<file path="src/rtl/audio_fir_sequencer.sv">
// Sequences codec sample pairs through a shared FIR engine (left, then right) and writes results back.
// Optional SEQ_ERRCNT_EN: saturating 8-bit count of FIR timeouts on err_count.
module audio_fir_sequencer #(
    parameter int FIR_TIMEOUT = 64
) (
    input  logic               CLOCK_50,
    input  logic               reset,
    input  logic               read_ready,
    input  logic               write_ready,
    input  logic [23:0]        readdata_left,
    input  logic [23:0]        readdata_right,
    output logic               read,
    output logic               write,
    output logic [23:0]        writedata_left,
    output logic [23:0]        writedata_right,
    output logic               fir_start,
    output logic signed [15:0] fir_in,
    input  logic               fir_done,
    input  logic signed [15:0] fir_out,
    output logic               fir_error,
    output logic [7:0]         err_count
);

    typedef enum logic [2:0] {
        S_IDLE, S_READ, S_FIR_L, S_WAIT_L, S_FIR_R, S_WAIT_R, S_WAIT_WR, S_WRITE
    } state_t;

    localparam logic [7:0] TO_LAST = 8'(FIR_TIMEOUT - 1);

    state_t             r_state;
    logic               r_read;
    logic               r_write;
    logic               r_fir_start;
    logic signed [15:0] r_fir_in;
    logic signed [15:0] r_samp_l;
    logic signed [15:0] r_samp_r;
    logic signed [15:0] r_res_l;
    logic [23:0]        r_wd_l;
    logic [23:0]        r_wd_r;
    logic [7:0]         r_cnt;
    logic               r_fir_error;

    logic               w_wait;
    logic               w_timeout;
    logic               w_to_event;
    logic               w_advance;
    logic signed [15:0] w_res;
    logic               w_unused;

    assign w_wait     = (r_state == S_WAIT_L) || (r_state == S_WAIT_R);
    // The count reaches FIR_TIMEOUT in this cycle; fir_done in the same cycle still wins.
    assign w_timeout  = (r_cnt == TO_LAST);
    assign w_to_event = w_wait && !fir_done && w_timeout;
    assign w_advance  = fir_done || w_timeout;
    assign w_res      = fir_done ? fir_out : ((r_state == S_WAIT_L) ? r_samp_l : r_samp_r);
    assign w_unused   = ^{readdata_left[7:0], readdata_right[7:0]};

    always_ff @(posedge CLOCK_50 or posedge reset) begin
        if (reset) begin
            r_state     <= S_IDLE;
            r_read      <= 1'b0;
            r_write     <= 1'b0;
            r_fir_start <= 1'b0;
            r_fir_in    <= '0;
            r_samp_l    <= '0;
            r_samp_r    <= '0;
            r_res_l     <= '0;
            r_wd_l      <= '0;
            r_wd_r      <= '0;
            r_cnt       <= '0;
            r_fir_error <= 1'b0;
        end else begin
            case (r_state)
                S_IDLE: begin
                    if (read_ready) begin
                        r_read  <= 1'b1;
                        r_state <= S_READ;
                    end
                end
                S_READ: begin
                    r_read      <= 1'b0;
                    r_samp_l    <= readdata_left[23:8];
                    r_samp_r    <= readdata_right[23:8];
                    r_fir_in    <= readdata_left[23:8];
                    r_fir_start <= 1'b1;
                    r_state     <= S_FIR_L;
                end
                S_FIR_L: begin
                    r_fir_start <= 1'b0;
                    r_cnt       <= '0;
                    r_state     <= S_WAIT_L;
                end
                S_WAIT_L: begin
                    r_cnt <= r_cnt + 8'd1;
                    if (w_advance) begin
                        r_res_l     <= w_res;
                        r_fir_in    <= r_samp_r;
                        r_fir_start <= 1'b1;
                        r_state     <= S_FIR_R;
                        if (!fir_done) r_fir_error <= 1'b1;
                    end
                end
                S_FIR_R: begin
                    r_fir_start <= 1'b0;
                    r_cnt       <= '0;
                    r_state     <= S_WAIT_R;
                end
                S_WAIT_R: begin
                    r_cnt <= r_cnt + 8'd1;
                    if (w_advance) begin
                        r_wd_l  <= {r_res_l, 8'h00};
                        r_wd_r  <= {w_res, 8'h00};
                        r_state <= S_WAIT_WR;
                        if (!fir_done) r_fir_error <= 1'b1;
                    end
                end
                S_WAIT_WR: begin
                    if (write_ready) begin
                        r_write <= 1'b1;
                        r_state <= S_WRITE;
                    end
                end
                S_WRITE: begin
                    r_write <= 1'b0;
                    r_state <= S_IDLE;
                end
                default: r_state <= S_IDLE;
            endcase
        end
    end

`ifdef SEQ_ERRCNT_EN
    logic [7:0] r_err_count;

    always_ff @(posedge CLOCK_50 or posedge reset) begin
        if (reset)
            r_err_count <= '0;
        else if (w_to_event && (r_err_count != 8'hFF))
            r_err_count <= r_err_count + 8'd1;
    end

    assign err_count = r_err_count;
`else
    logic w_unused_to;
    assign w_unused_to = w_to_event;
    assign err_count   = 8'h00;
`endif

    assign read            = r_read;
    assign write           = r_write;
    assign fir_start       = r_fir_start;
    assign fir_in          = r_fir_in;
    assign writedata_left  = r_wd_l;
    assign writedata_right = r_wd_r;
    assign fir_error       = r_fir_error;

endmodule

</file>
<file path="config.mk">
export PLATFORM = sky130hd
export DESIGN_NAME = audio_fir_sequencer
export DESIGN_NICKNAME = d
export VERILOG_FILES = /design/src/rtl/audio_fir_sequencer.sv
export SDC_FILE = /design/constraint.sdc
export NUM_CORES = 1
export LEC_CHECK = 0
export CORE_MARGIN = 2
export CORE_UTILIZATION = 38
export CTS_CLUSTER_SIZE = 14
export DETAILED_ROUTE_END_ITERATION = 10
export PLACE_DENSITY = 0.63
export SYNTH_ARGS = -nofsm -noshare
export SYNTH_HDL_FRONTEND = slang
export SYNTH_SLANG_ARGS = --single-unit
</file>
<file path="constraint.sdc">
create_clock -name CLOCK_50 -period 6.55 [get_ports CLOCK_50]
set_input_delay 1.6375 -clock CLOCK_50 [delete_from_list [all_inputs] [get_ports CLOCK_50]]
set_output_delay 1.6375 -clock CLOCK_50 [all_outputs]
set_load 0.02 [all_outputs]
</file>
==> results of run 1 <==
==> power by group <==
part | total, uW | internal [uW] | switching (uW) | leakage, uW
Combinational | 1470 | 687 | 779 | 0.00155
Clock | 523 | 262 | 261 | 0.000130
Sequential | 1250 | 1010 | 238 | 0.00138
Total | 3230 | 1960 | 1280 | 0.00306
==> cell families after synthesis <==
logic type | synth area share [%]
AND/OR/NAND/NOR | 18.5
flip-flops | 53.1
multiplexers | 16.1
buffers and inverters | 7.12
AO/OA/AOI/OAI | 4.78
adder cells (fa/ha/maj) | 0.239
other | 0.0716
XOR/XNOR | 0.167
==> routing by layer <==
layer	global-route usage (%)	vias to the layer above	wire length (um)
li1	-	1836	-
met1	25.0	1887	5970
met2	27.1	102	5690
met3	3.62	4	637
met4	4.60	0	60
met5	0	-	0
==> state kept, by name, summed over array words and instances, names as in the netlist, 3 cells and up <==
signal	count
r_samp_r	16
r_cnt	8
r_state	3
writedata_left	16
r_res_l	16
writedata_right	16
r_samp_l	16
fir_in	16
==> critical path, stage by stage <==
cell and delay [ns]:
clkdlybuf4s50_1 0.45, buf_4 0.31, a31o_4 0.36, and3_4 0.66, mux2_2 0.40
==> placed cells by master (no fill, tap or decap), types with 6 or more instances in the layout <==
master | synthesis | final
nand2_1 | 142 | 142
dfrtp_1 | 111 | 111
clkdlybuf4s50_1 | 0 | 104
nand4_1 | 32 | 32
mux2_4 | 30 | 30
o21ai_0 | 24 | 24
conb_1 | 1 | 24
nand3_1 | 20 | 20
mux2i_1 | 19 | 19
mux2_2 | 18 | 18
clkbuf_16 | 0 | 9
nor2_1 | 7 | 7
a21oi_1 | 6 | 6
buf_4 | 26 | 6
==> through the flow <==
| step | instances | util (%) |
|---|---|---|
| 3_3_place_gp | 751 | 47.0 |
| 2_1_floorplan | 522 | - |
| 5_1_grt | 767 | 49.1 |
| 3_5_place_dp | 751 | 47.0 |
| 6_report | 767 | 49.1 |
| 4_1_cts | 767 | 49.1 |
==> Yosys cell counts, types with 2 or more instances <==
library cell	count	area share (%)
nand2_1	142	10
a31oi_1	2	0.24
nand3_1	20	1.9
o21ai_0	24	2.3
buf_4	26	3.7
dfrtp_1	111	53
a221oi_1	2	0.33
nor3_1	3	0.29
buf_6	5	1.1
mux2_4	30	8.6
clkbuf_1	16	1.1
buf_1	3	0.22
a21oi_1	6	0.57
nand2b_1	4	0.48
mux2_2	18	3.9
buf_2	7	0.67
inv_1	4	0.29
nand4_1	32	3.8
nor2_1	7	0.50
mux2i_1	19	3.6
==> final cells by class <==
type                    instances  area [um^2]
fillers                      1231         6790
flip-flops and latches        111         2780
multi-input cells             350         2180
repair buffers                110         1090
clock buffers                   9          225
well taps                     176          220
clock inverters                 7         56.3
inverters                       4         17.5
==> path summary, 6_finish.rpt <==
kind,cells after the start,slack [ns],endpoint
max,5,2.92,writedata_left[23]
min,2,0.48,r_samp_l[4]
max reg2reg,4,3.72,r_res_l[15]
min reg2reg,2,0.48,r_samp_l[4]
max in group asynchronous,3,3.68,r_samp_r[6]
min in group asynchronous,2,1.82,writedata_left[20]
==> run_results.csv, run 1 <==
group,metric,value,unit
outcome,status,"completed",
floorplanning,die_h,121,um
clock_tree,cts-buffers-inserted,9,
synthesis,synthArstFlopShare,100,%
synthesis,syn-mean-instance-area,10.5,um^2
floorplanning,pin_count,145,
setup_path,crit_required,6.78,ns
min_path,worstHoldStart,"r_samp_l[4]",
pwr,ir_drop,0.196,mV
pwr,leakagePower,0.00306,uW
synthesis,seq_area_frac_synth,53.1,%
placement,dpl_cell_area,6280,um^2
sta,rsz0062_at_grt,"no",
placement,finalWeightedCongestion,0.763,
clock_tree,cts_sinks,111,
sta,layout_min_cycle_time,3.63,ns
clock_tree,cts_tree,"done",
routing,drtAntennaViolNets,0,
pwr,power-per-cell-area,493,nW/um^2
grt,grt_max_degree,71,
routing,first_pass_iters,4,
setup_path,critical_path_class,"input port to flop",
routing,drc,0,
routing,viasPerCell,4.99,
clock_tree,post_cts_buffers,0,
routing,totalWireLength,12400,um
setup_path,end_kind,"flop",
grt,grt_pass1_vias,3805,
floorplanning,dieArea,14700,um^2
clock_tree,cts_hold_buf,0,
setup_path,startpoint,"fir_done",
finish,n_antenna_cell,0,
finish,finalInstanceArea,6560,um^2
finish,area_growth,25.3,%
synthesis,ys_types,38,
synthesis,synth_ff_type,"dfrtp_1",
sta,fin_hold_ws,0.476,ns
clock_tree,ctsLongestPathBuffers,2,
floorplanning,initial_core_util,39.2,%
synthesis,synth-edff-count,0,
setup_path,critical_path_arrival,3.86,ns
job,cap_violations,0,
clock_tree,root_buffer,"clkbuf_16",
clock_tree,cts_resized,0,
sta,finalWorstSetupSlack,2.92,ns
pwr,total_power,3230,uW
routing,dr_total_vias,3829,
setup_path,crit_fanout,35,
synthesis,syn_area,5240,um^2
setup_path,worstSetupStartpointType,"input port",
routing,first_iter_violations,275,
min_path,hp-class,"flop to flop",
finish,drive_above_1_share,13.0,%
sta,worstMarginPinSlew,1.10,ns
grt,antenna_found_initial,0,
synthesis,syn_inst,499,
sta,clock.fmax,276,MHz
sta,hold_violations,0,
sta,fin_crit_sh,55.4,%
placement,hpwl,8410,um
synthesis,ys_seq_elements,111,
synthesis,synth_warnings,0,
sta,tns,0,ns
sta,setup_viol,0,
grt,grt_pass1_wl,19900,um
clock_tree,ctsHtreeMaxLevel,3,
clock_tree,clk_latency,0.35,ns
placement,numPortBuffers,104,
floorplanning,dieWidth,121,um
routing,routedWlPerCell,16.1,um
clock_tree,clk_pin_slew_worst_paths,0.07,ns
floorplanning,rows,42,
sta,slew_violations,0,
floorplanning,core_area,13300,um^2
finish,finalNetCount,656,
grt,grt-ovfl-total,0,
sta,skew,0.00997,ns
placement,dp_slack,2.55,ns
setup_path,reg2reg_from,"r_state[0]",
grt,grt_usage,17.5,%
sta,max-slew-margin-rel,26.4,%
(Power assumes the default switching activity.)
==> run 2, diff against run 1 <==
- PLACE_DENSITY: 0.63 -> 0.65
- clock period: 6.55 -> 3.2 ns (I/O delays scaled with it)
==> run 2 against run 1 <==
First-iteration DRC count decreased by 7.3%; design area grew 1.4%; flip-flop and latch count stayed put; global-route usage decreased by 0.36 points; die area unchanged; count of clock-buffer cells in the layout stayed put; hold slack hardly changed.
==> run_results.csv, run 2 (synthesis gave the netlist of run 1 again) <==
group,metric,value,unit
clock_tree,ctsLongestPathBuffers,2,
placement,dp.cells,757,
setup_path,r2r-end,"writedata_right[23]",
clock_tree,cts_hold_buf,0,
placement,finalWeightedCongestion,0.807,
finish,area_growth,27.1,%
floorplanning,pin_count,145,
sta,layout_min_cycle_time,2.30,ns
min_path,worstHoldStart,"r_samp_l[5]",
sta,clock.fmax,435,MHz
clock_tree,clk_pin_slew_worst_paths,0.08,ns
grt,antenna_found_initial,0,
routing,viasPerCell,4.98,
grt,grt_pass1_vias,3775,
setup_path,r2r_setup_slack,0.90,ns
finish,fill_cells,1255,
sta,setup_viol,0,
placement,hpwl,8660,um
clock_tree,ctsHtreeMaxLevel,3,
finish,final_common_cell,"nand2_1",
pwr,ir_drop,0.510,mV
routing,totalWireLength,12200,um
routing,drtAntennaViolNets,0,
sta,tns,0,ns
sta,hold_violations,0,
sta,slew_violations,0,
floorplanning,die_h,121,um
min_path,hold_end,"r_samp_l[5]",
setup_path,critical_path_class,"flop to flop",
finish,stdcell_count,773,
routing,routedWlPerCell,15.8,um
grt,grt_max_degree,46,
setup_path,crit_fanout,15,
clock_tree,clk_latency,0.35,ns
floorplanning,dieArea,14700,um^2
grt,grt_pass1_wl,19600,um
finish,n_antenna_cell,0,
finish,seq_area,2780,um^2
pwr,leakagePower,0.00311,uW
grt,grt-ovfl-total,0,
sta,worstMarginPinSlew,0.818,ns
pwr,total_power,6710,uW
finish,layout_common_cells,"142 x nand2_1, 111 x dfrtp_1, 104 x clkdlybuf4s50_1",
setup_path,crit_required,3.44,ns
outcome,status,"completed",
clock_tree,cts-buffers-inserted,9,
clock_tree,cts_tree,"done",
clock_tree,post_cts_buffers,0,
routing,drc,0,
grt,grt_usage,17.1,%
setup_path,reg2reg_from,"r_state[2]",
sta,fin_crit_sh,71.9,%
floorplanning,dieWidth,121,um
floorplanning,rows,42,
finish,multiInputGateArea,2180,um^2
sta,fin_hold_ws,0.476,ns
floorplanning,core_area,13300,um^2
finish,finish.utilization,49.9,%
sta,rsz0062_at_grt,"no",
min_path,hold_path_depth,2,
routing,dr_total_vias,3852,
job,cap_violations,0,
setup_path,rr_worst_depth,6,
sta,max-slew-margin-rel,45.5,%
finish,drive_above_1_share,13.9,%
clock_tree,cts_resized,0,
pwr,power-per-cell-area,1010,nW/um^2
placement,numPortBuffers,104,
setup_path,end_kind,"flop",
floorplanning,initial_core_util,39.2,%
clock_tree,root_buffer,"clkbuf_16",
routing,first_pass_iters,4,
setup_path,worstSetupStartpointType,"flop",
clock_tree,cts_sinks,111,
routing,first_iter_violations,255,
finish,finalNetCount,662,
min_path,hp-class,"flop to flop",
sta,skew,0.00905,ns
setup_path,critical_path_arrival,2.54,ns
-- run 2: layout make-up --
cell class                      count  area share (%)
Timing Repair Buffer              116            17.4
Inverter                            4           0.282
Sequential cell                   111            41.7
Tap cell                          176            3.31
Multi-Input combinational cell    350            32.7
Clock inverter                      7            1.20
Clock buffer                        9            3.38
-- run 2: where the power goes --
part	switching, uW	internal, uW
registers	502	2060
clock network	529	616
logic	1560	1440
-- run 2: worst max path at each step --
stage	start	to	slack (ns)	cells past startpoint
4_1_cts	r_state[2]	r_res_l[11]	0.89	6
5_1_grt	r_state[2]	r_res_l[11]	0.70	6
3_3_place_gp	fir_done	writedata_right[23]	0.62	4
2_1_floorplan	reset	fir_error	1.06	1
3_5_place_dp	fir_done	writedata_right[23]	0.59	4
6_report	r_state[2]	writedata_right[23]	0.90	6
-- run 2: critical path: stages (launching register included) --
cell and delay (ns):
dfrtp_1 0.69, nand3b_1 0.42, buf_4 0.26, buf_4 0.20, mux2i_1 0.21, o21ai_0 0.12
mux2_2 0.28
-- run 2: through the flow --
stage	instance area (um^2)	worst slack (ns)
2_1_floorplan	5330	1.06
3_3_place_gp	6350	0.620
6_report	6660	0.900
4_1_cts	6660	0.892
5_1_grt	6660	0.700
3_5_place_dp	6350	0.590
-- run 2: per-layer routing --
layer | up-vias | track usage (%) | share of wire [%]
li1 | 1843 | - | -
met1 | 1881 | 24.2 | 47
met2 | 116 | 26.4 | 46
met3 | 12 | 3.29 | 6.3
met4 | 0 | 5.96 | 1.5
met5 | - | 0 | 0
